## src/rtl/zc_period_tracker.sv

```systemverilog
// Zero-cross period tracker: synchronises and debounces the mirror zero-cross, measures its
// period, averages it over a sliding window and reports lock status to the laser synchronizer.
module zc_period_tracker #(
   parameter int unsigned SYNC_STAGES     = 2,
   parameter int unsigned DEBOUNCE_CYCLES = 8,
   parameter int unsigned AVG_LOG2        = 2,
   parameter int unsigned PERIOD_MIN      = 10000,
   parameter int unsigned PERIOD_MAX      = 100000,
   parameter int unsigned ERR_LIMIT       = 2
) (
   input  logic        clk_i,
   input  logic        nrst_i,
   input  logic        zc_raw_i,
   input  logic        enable_i,
   output logic        zc_o,
   output logic [23:0] freq_o,
   output logic        freq_valid_o,
   output logic        locked_o,
   output logic        period_err_o
);

   localparam int unsigned WIN = 1 << AVG_LOG2;
   localparam int unsigned SW  = 24 + AVG_LOG2;
   localparam int unsigned DW  = (DEBOUNCE_CYCLES > 1) ? $clog2(DEBOUNCE_CYCLES) : 1;
   localparam int unsigned EW  = $clog2(ERR_LIMIT + 1);
   localparam int unsigned GW  = AVG_LOG2 + 1;

   localparam logic [DW-1:0] DB_LAST   = DW'(DEBOUNCE_CYCLES - 1);
   localparam logic [23:0]   P_MIN     = 24'(PERIOD_MIN);
   localparam logic [23:0]   P_MAX     = 24'(PERIOD_MAX);
   localparam logic [23:0]   P_TIMEOUT = 24'(PERIOD_MAX + 1);
   localparam logic [EW-1:0] ERR_LAST  = EW'(ERR_LIMIT);
   localparam logic [GW-1:0] GOOD_FULL = GW'(WIN);

   typedef enum logic [1:0] {StIdle, StAcquire, StMeasure, StLocked} state_e;

   state_e                 state_q, state_d;
   logic [SYNC_STAGES-1:0] sync_q;
   logic                   filt_q, filt_d, filt_dly_q, zc_q;
   logic [DW-1:0]          db_cnt_q, db_cnt_d;
   logic [23:0]            per_q, per_d;
   logic [23:0]            win_q [WIN];
   logic [23:0]            win_d [WIN];
   logic [SW-1:0]          sum_q, sum_d, sum_push;
   logic [GW-1:0]          good_q, good_d, good_inc;
   logic [EW-1:0]          err_cnt_q, err_cnt_d, err_inc;
   logic [23:0]            freq_q, freq_d;
   logic                   perr_q, perr_d;
   logic                   sync_s, in_range, timeout, push, upd_freq, flush;

   assign sync_s = sync_q[SYNC_STAGES-1];

   // Any sample equal to the filtered level restarts the stability count.
   always_comb begin
      filt_d   = filt_q;
      db_cnt_d = '0;
      if (sync_s != filt_q) begin
         if (db_cnt_q == DB_LAST) filt_d = sync_s;
         else                     db_cnt_d = db_cnt_q + 1'b1;
      end
   end

   assign in_range = (per_q >= P_MIN) && (per_q <= P_MAX);
   assign timeout  = !zc_q && (per_q >= P_TIMEOUT);
   assign sum_push = sum_q + SW'(per_q) - SW'(win_q[WIN-1]);
   assign good_inc = good_q + 1'b1;
   assign err_inc  = err_cnt_q + 1'b1;

   always_comb begin
      state_d   = state_q;
      win_d     = win_q;
      sum_d     = sum_q;
      good_d    = good_q;
      err_cnt_d = err_cnt_q;
      freq_d    = freq_q;
      perr_d    = 1'b0;
      push      = 1'b0;
      upd_freq  = 1'b0;
      flush     = 1'b0;
      per_d     = zc_q ? 24'd1 : ((per_q == '1) ? per_q : per_q + 24'd1);

      unique case (state_q)
         StIdle: begin
            if (enable_i) state_d = StAcquire;
         end
         StAcquire: begin
            // First edge is only a timing reference.
            if (zc_q) state_d = StMeasure;
         end
         StMeasure: begin
            if (zc_q) begin
               if (in_range) begin
                  push   = 1'b1;
                  good_d = good_inc;
                  if (good_inc == GOOD_FULL) begin
                     state_d   = StLocked;
                     upd_freq  = 1'b1;
                     err_cnt_d = '0;
                  end
               end else begin
                  perr_d = 1'b1;
                  flush  = 1'b1;
               end
            end else if (timeout) begin
               perr_d  = 1'b1;
               flush   = 1'b1;
               state_d = StAcquire;
            end
         end
         StLocked: begin
            if (zc_q) begin
               if (per_q >= P_TIMEOUT) begin
                  // Edge coinciding with the timeout: treated as a late edge, not a timeout.
                  perr_d  = 1'b1;
                  flush   = 1'b1;
                  state_d = StMeasure;
               end else if (in_range) begin
                  push      = 1'b1;
                  upd_freq  = 1'b1;
                  err_cnt_d = '0;
               end else begin
                  perr_d = 1'b1;
                  if (err_inc == ERR_LAST) begin
                     flush   = 1'b1;
                     state_d = StMeasure;
                  end else begin
                     err_cnt_d = err_inc;
                  end
               end
            end else if (timeout) begin
               perr_d  = 1'b1;
               flush   = 1'b1;
               state_d = StAcquire;
            end
         end
         default: state_d = StIdle;
      endcase

      if (!enable_i) begin
         state_d  = StIdle;
         push     = 1'b0;
         upd_freq = 1'b0;
         flush    = 1'b1;
         perr_d   = 1'b0;
      end

      if (push) begin
         win_d[0] = per_q;
         for (int unsigned i = 1; i < WIN; i++) win_d[i] = win_q[i-1];
         sum_d = sum_push;
      end
      if (upd_freq) freq_d = 24'(sum_push >> AVG_LOG2);
      if (flush) begin
         win_d     = '{default: '0};
         sum_d     = '0;
         good_d    = '0;
         err_cnt_d = '0;
      end
      if (!enable_i) freq_d = '0;
   end

   always_ff @(posedge clk_i or negedge nrst_i) begin
      if (!nrst_i) begin
         state_q    <= StIdle;
         sync_q     <= '0;
         filt_q     <= 1'b0;
         filt_dly_q <= 1'b0;
         zc_q       <= 1'b0;
         db_cnt_q   <= '0;
         per_q      <= '0;
         win_q      <= '{default: '0};
         sum_q      <= '0;
         good_q     <= '0;
         err_cnt_q  <= '0;
         freq_q     <= '0;
         perr_q     <= 1'b0;
      end else begin
         state_q    <= state_d;
         sync_q     <= {sync_q[SYNC_STAGES-2:0], zc_raw_i};
         filt_q     <= filt_d;
         filt_dly_q <= filt_q;
         zc_q       <= filt_q & ~filt_dly_q;
         db_cnt_q   <= db_cnt_d;
         per_q      <= per_d;
         win_q      <= win_d;
         sum_q      <= sum_d;
         good_q     <= good_d;
         err_cnt_q  <= err_cnt_d;
         freq_q     <= freq_d;
         perr_q     <= perr_d;
      end
   end

   assign zc_o         = zc_q;
   assign freq_o       = freq_q;
   assign locked_o     = (state_q == StLocked);
   assign freq_valid_o = (state_q == StLocked);
   assign period_err_o = perr_q;

endmodule
```

## config.mk

```make
export PLATFORM = sky130hd
export DESIGN_NAME = zc_period_tracker
export DESIGN_NICKNAME = d
export VERILOG_FILES = /design/src/rtl/zc_period_tracker.sv
export SDC_FILE = /design/constraint.sdc
export NUM_CORES = 1
export LEC_CHECK = 0
export ABC_AREA = 1
export CAP_MARGIN = 20
export CORE_ASPECT_RATIO = 1.4
export CORE_MARGIN = 3
export CORE_UTILIZATION = 45
export DETAILED_ROUTE_END_ITERATION = 8
export PLACE_DENSITY_LB_ADDON = 0.2
export SLEW_MARGIN = 5
export SYNTH_ARGS = -nofsm -noshare
export SYNTH_HDL_FRONTEND = slang
export SYNTH_SLANG_ARGS = --single-unit
```

## constraint.sdc

```tcl
create_clock -name clk_i -period 2.8 [get_ports clk_i]
set_input_delay 0.42 -clock clk_i [delete_from_list [all_inputs] [get_ports clk_i]]
set_output_delay 0.42 -clock clk_i [all_outputs]
set_load 0.05 [all_outputs]
```

; Word-level counts from Yosys, hierarchy flattened
; Index checks and enable logic that the tools add are counted.
[word_totals]
word_cells = 119
reg_bits = 186
out_inout_bits = 28
[op_classes]
bitwise_logic = 2
n_reduce_logical = 13
magnitude_cmp = 3
n_mux = 58
addsub = 6
n_eq_ne = 21
[op_table]
columns = op, count
row1 = $mux W96, 2
row2 = $mux W24, 4
row3 = $mux W26, 2
row4 = $mux W2, 18
row5 = $add A26 B24 Y26, 1
row6 = $sub A26 B24 Y26, 1
row7 = $add A24 B1 Y24 const B, 1
row8 = $eq A24 B24 Y1 const B, 1
row9 = $ge A24 B14 Y1 const B, 1
row10 = $ge A24 B17 Y1 const B, 1
row11 = $le A24 B17 Y1 const B, 1
row12 = $mux W1, 20
row13 = $mux W3, 6
row14 = $ne A3 B3 Y1 const B, 5
row15 = $ne A4 B4 Y1 const B, 3
row16 = $pmux W1 S2, 4
row17 = $pmux W2 S4, 1
row18 = $reduce_bool A2 Y1, 4
row19 = $reduce_and A7 Y1, 1
row20 = $add A3 B1 Y3 const B, 2
row21 = $eq A2 B2 Y1 const B, 3
row22 = $eq A3 B3 Y1 const B, 2
row23 = $ne A5 B3 Y1 const B, 1
row24 = $ne A5 B4 Y1 const B, 1
row25 = other kinds (16), 17

; Depth between registers and ports, before layout
[depth]
ltp_word = 10
mapped_depth = 17
ltp_nobuf = 16

; Worst setup path before layout
; OpenSTA, ideal clock, no wires.
[synth_timing]
path_kind = reg-to-reg
from = reg per_q[2]
to = reg sum_q[13]
t_arrival_ns = 2.430
synth_period_minus_slack_ns = 2.546
n_path_buf = 0
required_time_ns = 2.684
setup_ns = 0.116
setup_slack_ns = 0.254
stages_incl_launch_ff = 16
cell_sequence = dfrtp_1 > clkinv_1 > fa_1 > inv_1 > ha_1 > a21oi_1 > nand2_1 > nand3_1 > nand2_1 > nand2_1 > nand2_1 > nand2_1 > nand2_1 > xor2_1 > nand3_1 > nand2_1
[synth_between]
elab_chain_len = 8
word_cells_on_any_way = 24
cone_classes = add/sub (2) / order compare (3) / mux (16) / reduce/logical (3)
[synth_lines]
columns = item, line
row1 = from (decl), 41  ; logic [23:0] per_q, per_d;
row2 = from (signal assigned), 184  ; per_q <= per_d;
row3 = "parallel branches: the longest is 8 deep, another holds $add A26 B24 Y26", --
row4 = to (signal assigned), 186  ; sum_q <= sum_d;
row5 = to (decl), 44  ; logic [SW-1:0] sum_q, sum_d, sum_push;
; Several ways; the timed one is not identified. The select of a mux whose other input is x is not followed.
; A chain may end at the register's enable or synchronous reset.

; Worst setup path in the final report
[layout_timing]
from = reg per_q[16]
to = reg freq_q[15] (netlist: freq_o[15])
[layout_between]
elab_chain_len = 8
word_cells_on_any_way = 16
cone_classes = add/sub (2) / order compare (3) / eq/ne (1) / mux (9) / reduce/logical (1)
[layout_lines]
columns = item, line
row1 = "parallel branches: the longest is 8 deep, another holds $add A26 B24 Y26", --
row2 = to (signal assigned), 189  ; freq_q <= freq_d;
row3 = to (decl), 47  ; logic [23:0] freq_q, freq_d;
; Several ways; the timed one is not identified. The select of a mux whose other input is x is not followed.

==> flow_results.xml <==
<?xml version="1.0" encoding="UTF-8"?>
<metrics>
  <group name="floorplanning">
    <metric name="io-pin-count" unit="">32</metric>
    <metric name="coreArea" unit="µm²">22770</metric>
    <metric name="floorplan.die_area" unit="µm²">25280</metric>
    <metric name="initial_core_utilization" unit="%">46.20</metric>
    <metric name="dieWidth" unit="µm">135.2</metric>
    <metric name="placement_rows" unit="">65</metric>
    <metric name="die_h" unit="µm">186.9</metric>
  </group>
  <group name="placement">
    <metric name="placedCellCount" unit="">1706</metric>
    <metric name="globalplace.congestion" unit="">0.9054</metric>
    <metric name="io_buffers" unit="">31</metric>
    <metric name="pre_cts_ws" unit="ns">0.02355</metric>
    <metric name="detailedPlacementHpwl" unit="µm">20010</metric>
  </group>
  <group name="clock_tree">
    <metric name="cts-htree-levels" unit="">4</metric>
    <metric name="clk-insertion-delay-late" unit="ns">0.44</metric>
    <metric name="maximum_clock_insertion_buffer_count" unit="">2</metric>
    <metric name="tritoncts.num_buffers" unit="">17</metric>
    <metric name="cts_sinks" unit="">186</metric>
    <metric name="clk_pin_slew_worst_paths" unit="ns">0.08</metric>
    <metric name="clock_tree_from_tritoncts" unit="">done</metric>
    <metric name="clock_tree.root_cell" unit="">sky130_fd_sc_hd__clkbuf_16</metric>
  </group>
  <group name="drt">
    <metric name="routed-via-count" unit="">8907</metric>
    <metric name="ant_nets" unit="">0</metric>
    <metric name="drt-vias-per-instance" unit="">5.113</metric>
    <metric name="firstDrtPassIters" unit="">6</metric>
    <metric name="wire_per_inst" unit="µm">15.82</metric>
    <metric name="route.detailed.drc" unit="">0</metric>
    <metric name="first_iter_violations" unit="">794</metric>
    <metric name="detail_route.wirelength" unit="µm">27550</metric>
  </group>
  <group name="critical_path">
    <metric name="setup.worst_path.class" unit="">flip-flop to flip-flop</metric>
    <metric name="endpoint_kind" unit="">flip-flop</metric>
    <metric name="critical-path-top-delay-family" unit="">adder cells</metric>
    <metric name="critical_path_arrival" unit="ns">3.12</metric>
    <metric name="required_time_of_the_worst_setup_path" unit="ns">3.19</metric>
    <metric name="setup.worst_path.start_class" unit="">flip-flop</metric>
    <metric name="worst_path_max_delay_cell" unit="">sky130_fd_sc_hd__fa_1</metric>
    <metric name="slowest_delay" unit="ns">0.53</metric>
    <metric name="crit_path_max_fanout" unit="">6</metric>
    <metric name="reg2reg_setup_slack" unit="ns">0.06</metric>
    <metric name="cpMostUsedCell" unit="">sky130_fd_sc_hd__nand2_1</metric>
    <metric name="crit_chain" unit="">inv_2 -&gt; fa_1 -&gt; inv_1 -&gt; ha_1 -&gt; a21oi_1 -&gt; o21ai_0 -&gt; o21bai_2 -&gt; nand3b_1 -&gt; xor2_1 -&gt; nand2_1 -&gt; nand2_1</metric>
    <metric name="crit_buf_inv" unit="">2</metric>
  </group>
  <group name="final_layout">
    <metric name="antenna_cells_inserted" unit="">0</metric>
    <metric name="layout.cells.non_filler" unit="">1742</metric>
    <metric name="final_layout_size_suffix_gt1_share" unit="%">13.39</metric>
    <metric name="final_net_count" unit="">1490</metric>
    <metric name="layout-area-overhead-vs-synth" unit="%">18.54</metric>
    <metric name="total_of_fill_cells_in_the_finished_design" unit="">2187</metric>
  </group>
  <group name="sta">
    <metric name="fin_hold_ws" unit="ns">0.3636</metric>
    <metric name="finalHoldViolCount" unit="">0</metric>
    <metric name="max_clock_freq" unit="MHz">365.6</metric>
    <metric name="crit_path_time_final" unit="ns">2.735</metric>
    <metric name="finalClockSkew" unit="ns">0.01135</metric>
    <metric name="timing.slew.headroom" unit="%">51.06</metric>
    <metric name="final.period_utilization" unit="%">97.68</metric>
    <metric name="layout_setup_ws" unit="ns">0.06496</metric>
    <metric name="timing_worst_slew_pin_value" unit="ns">0.7341</metric>
    <metric name="number_of_max_slew_violations_in_the_final_report" unit="">0</metric>
    <metric name="report.final.setup_viol" unit="">0</metric>
    <metric name="rsz0062_at_grt" unit="">yes</metric>
  </group>
  <group name="pwr">
    <metric name="leakagePower" unit="nW">6.748</metric>
    <metric name="max-vdd-ir-drop" unit="mV">0.4394</metric>
    <metric name="pwr_density_cell" unit="nW/µm²">708.8</metric>
  </group>
  <group name="run_status">
    <metric name="outcome" unit="">finished, final reports clean</metric>
  </group>
  <group name="min_path">
    <metric name="holdCritPathClass" unit="">flip-flop to flip-flop</metric>
  </group>
  <group name="global_routing">
    <metric name="grt_start_max_net_pins" unit="">73</metric>
    <metric name="grt_use_total" unit="%">22.40</metric>
    <metric name="grt.overflow.total" unit="">0</metric>
    <metric name="grt_pass1_wl" unit="µm">45440</metric>
    <metric name="number_of_global_route_vias_before_repair" unit="">8895</metric>
    <metric name="initial_antenna_violation_count" unit="">0</metric>
  </group>
  <group name="synthesis">
    <metric name="ys_seq_elements" unit="">186</metric>
    <metric name="synthesis.instances" unit="">1338</metric>
    <metric name="synth_top_area_share" unit="%">44.24</metric>
    <metric name="postSynth.asyncResetShare" unit="%">100.0</metric>
    <metric name="synth_top_flop_cell" unit="">sky130_fd_sc_hd__dfrtp_1</metric>
    <metric name="synthesis.area" unit="µm²">10520</metric>
    <metric name="yosys.area.top_type" unit="">sky130_fd_sc_hd__dfrtp_1</metric>
    <metric name="sequential_fraction_of_the_synthesis_area" unit="%">44.24</metric>
    <metric name="syn-mean-instance-area" unit="µm²">7.863</metric>
    <metric name="synthDistinctLibCells" unit="">41</metric>
    <metric name="synthesis.yosys.warnings" unit="">0</metric>
    <metric name="syn-num-nets" unit="">1400</metric>
    <metric name="synth.area.top_cells" unit="">sky130_fd_sc_hd__dfrtp_1 (44%), sky130_fd_sc_hd__nand2_1 (16%), sky130_fd_sc_hd__nand3_1 (8.6%)</metric>
    <metric name="number_of_synthesized_flops_with_an_enable_pin" unit="">0</metric>
  </group>
  <group name="flow_run">
    <metric name="drv_cap" unit="">0</metric>
  </group>
</metrics>
state kept, by name, indices dropped and copies added (netlist names), 2 cells and up:
signal and count:
db_cnt_q 3, err_cnt_q 2, freq_o 24, good_q 3, per_q 24, state_q 2
sum_q 26, sync_q 2, win_q 96
final cells by class:
class	instances	area, µm²	share of cell area (%)
Inverter	164	615.6	4.936
Sequential cell	186	4654	37.32
Clock buffer	18	439.2	3.521
Timing Repair Buffer	120	1127	9.039
Clock inverter	14	126.4	1.013
Multi-Input combinational cell	939	5132	41.15
Tap cell	301	376.6	3.020
power by group:
| part | leakage [nW] | total (mW) | switching (mW) | internal, mW |
|---|---|---|---|---|
| clock | 0.276 | 2.36 | 1.16 | 1.20 |
| sequential | 2.58 | 2.92 | 0.131 | 2.79 |
| combinational | 3.90 | 3.56 | 2.27 | 1.29 |
per-stage QoR:
| step | power, mW | TNS (ns) | instance area [µm²] | utilization, % |
|---|---|---|---|---|
| after floorplan | 5.094 | 0 | 10520 | - |
| after global placement | 6.231 | 0 | 11650 | 51.17 |
| after detailed placement | 6.219 | 0 | 11650 | 51.17 |
| after CTS | 8.608 | 0 | 12230 | 53.70 |
| after global routing | 9.437 | -0.04863 | 12470 | 54.77 |
| final | 8.840 | 0 | 12470 | 54.77 |
what timing repair did:
item	CTS	global route
buffers inserted	0	1
hold buffers	1	0
hold endpoints to repair	48	0
resized for setup	0	50
setup endpoints to repair	0	62
per-layer routing:
| metal | routed length [µm] | global-route usage [%] | part of all wire, % |
|---|---|---|---|
| met3 | 856 | 3.202 | 3.1 |
| met5 | 0 | 0 | 0 |
| met1 | 12320 | 29.70 | 45 |
| met4 | 1004 | 8.960 | 3.6 |
| met2 | 13370 | 36.91 | 49 |
synth_stat cells (4+ instances only):
cell type                    n
sky130_fd_sc_hd__inv_1     148
sky130_fd_sc_hd__nand3_1   181
sky130_fd_sc_hd__buf_2      28
sky130_fd_sc_hd__o21bai_1    5
sky130_fd_sc_hd__buf_6       7
sky130_fd_sc_hd__dfrtp_1   186
sky130_fd_sc_hd__inv_2      12
sky130_fd_sc_hd__buf_4       7
sky130_fd_sc_hd__nor3_1     15
sky130_fd_sc_hd__nand4_1    15
sky130_fd_sc_hd__nand3_2     4
sky130_fd_sc_hd__a21oi_1    44
sky130_fd_sc_hd__o21ai_0    27
sky130_fd_sc_hd__nor2_1     79
sky130_fd_sc_hd__nand2_1   436
sky130_fd_sc_hd__xnor2_1     6
sky130_fd_sc_hd__a21boi_0    5
sky130_fd_sc_hd__ha_1       34
sky130_fd_sc_hd__nand2_2     4
sky130_fd_sc_hd__clkbuf_1    6
sky130_fd_sc_hd__xor2_1     19
sky130_fd_sc_hd__clkinv_1    4
sky130_fd_sc_hd__nor4_1     11
sky130_fd_sc_hd__fa_1       24
worst paths after layout:
kind                            from  cells past startpoint    endpoint
min in group asynchronous     nrst_i                      2   sync_q[0]
max reg2reg                per_q[16]                     11  freq_o[15]
min reg2reg                sync_q[0]                      0   sync_q[1]
min                        sync_q[0]                      0   sync_q[1]
max                        per_q[16]                     11  freq_o[15]
max in group asynchronous     nrst_i                      3   win_q[94]
placed cells by master, fill, tap and decap left out, types with 3 or more instances in the layout:
cell type                         netlist  layout
sky130_fd_sc_hd__ha_2                   0       8
sky130_fd_sc_hd__inv_2                 12      13
sky130_fd_sc_hd__nand3_1              181     180
sky130_fd_sc_hd__nand2_2                4      10
sky130_fd_sc_hd__buf_4                  7      78
sky130_fd_sc_hd__nand4_1               15      15
sky130_fd_sc_hd__clkinv_1               4       3
sky130_fd_sc_hd__nor3b_1                3       3
sky130_fd_sc_hd__a21o_1                 3       3
sky130_fd_sc_hd__xor2_1                19      14
sky130_fd_sc_hd__inv_1                148     148
sky130_fd_sc_hd__fa_1                  24      23
sky130_fd_sc_hd__nor3_1                15      14
sky130_fd_sc_hd__o31ai_1                3       3
sky130_fd_sc_hd__nor4_1                11      11
sky130_fd_sc_hd__xnor2_1                6       6
sky130_fd_sc_hd__nor2_1                79      75
sky130_fd_sc_hd__ha_1                  34      24
sky130_fd_sc_hd__a21oi_1               44      36
sky130_fd_sc_hd__nand3_2                4       5
sky130_fd_sc_hd__clkdlybuf4s50_1        0      30
sky130_fd_sc_hd__o21ai_0               27      26
sky130_fd_sc_hd__xor2_2                 0       5
sky130_fd_sc_hd__dfrtp_1              186     186
sky130_fd_sc_hd__buf_12                 0       7
sky130_fd_sc_hd__clkinv_4               0       3
sky130_fd_sc_hd__inv_6                  0       4
sky130_fd_sc_hd__clkbuf_16              0      19
sky130_fd_sc_hd__nand2_1              436     430
sky130_fd_sc_hd__o21bai_1               5       3
sky130_fd_sc_hd__inv_8                  0       4
sky130_fd_sc_hd__nor2_2                 3       7
sky130_fd_sc_hd__a21oi_2                1       8
cell families after synthesis:
| kind of cell | synth area share [%] |
|---|---|
| xor+xnor | 2.081 |
| compound gates | 5.161 |
| flops | 44.24 |
| simple gates | 31.23 |
| fa+ha+maj | 8.610 |
| buf+inv | 8.681 |
Note: power is estimated with default switching activity, not from simulation.
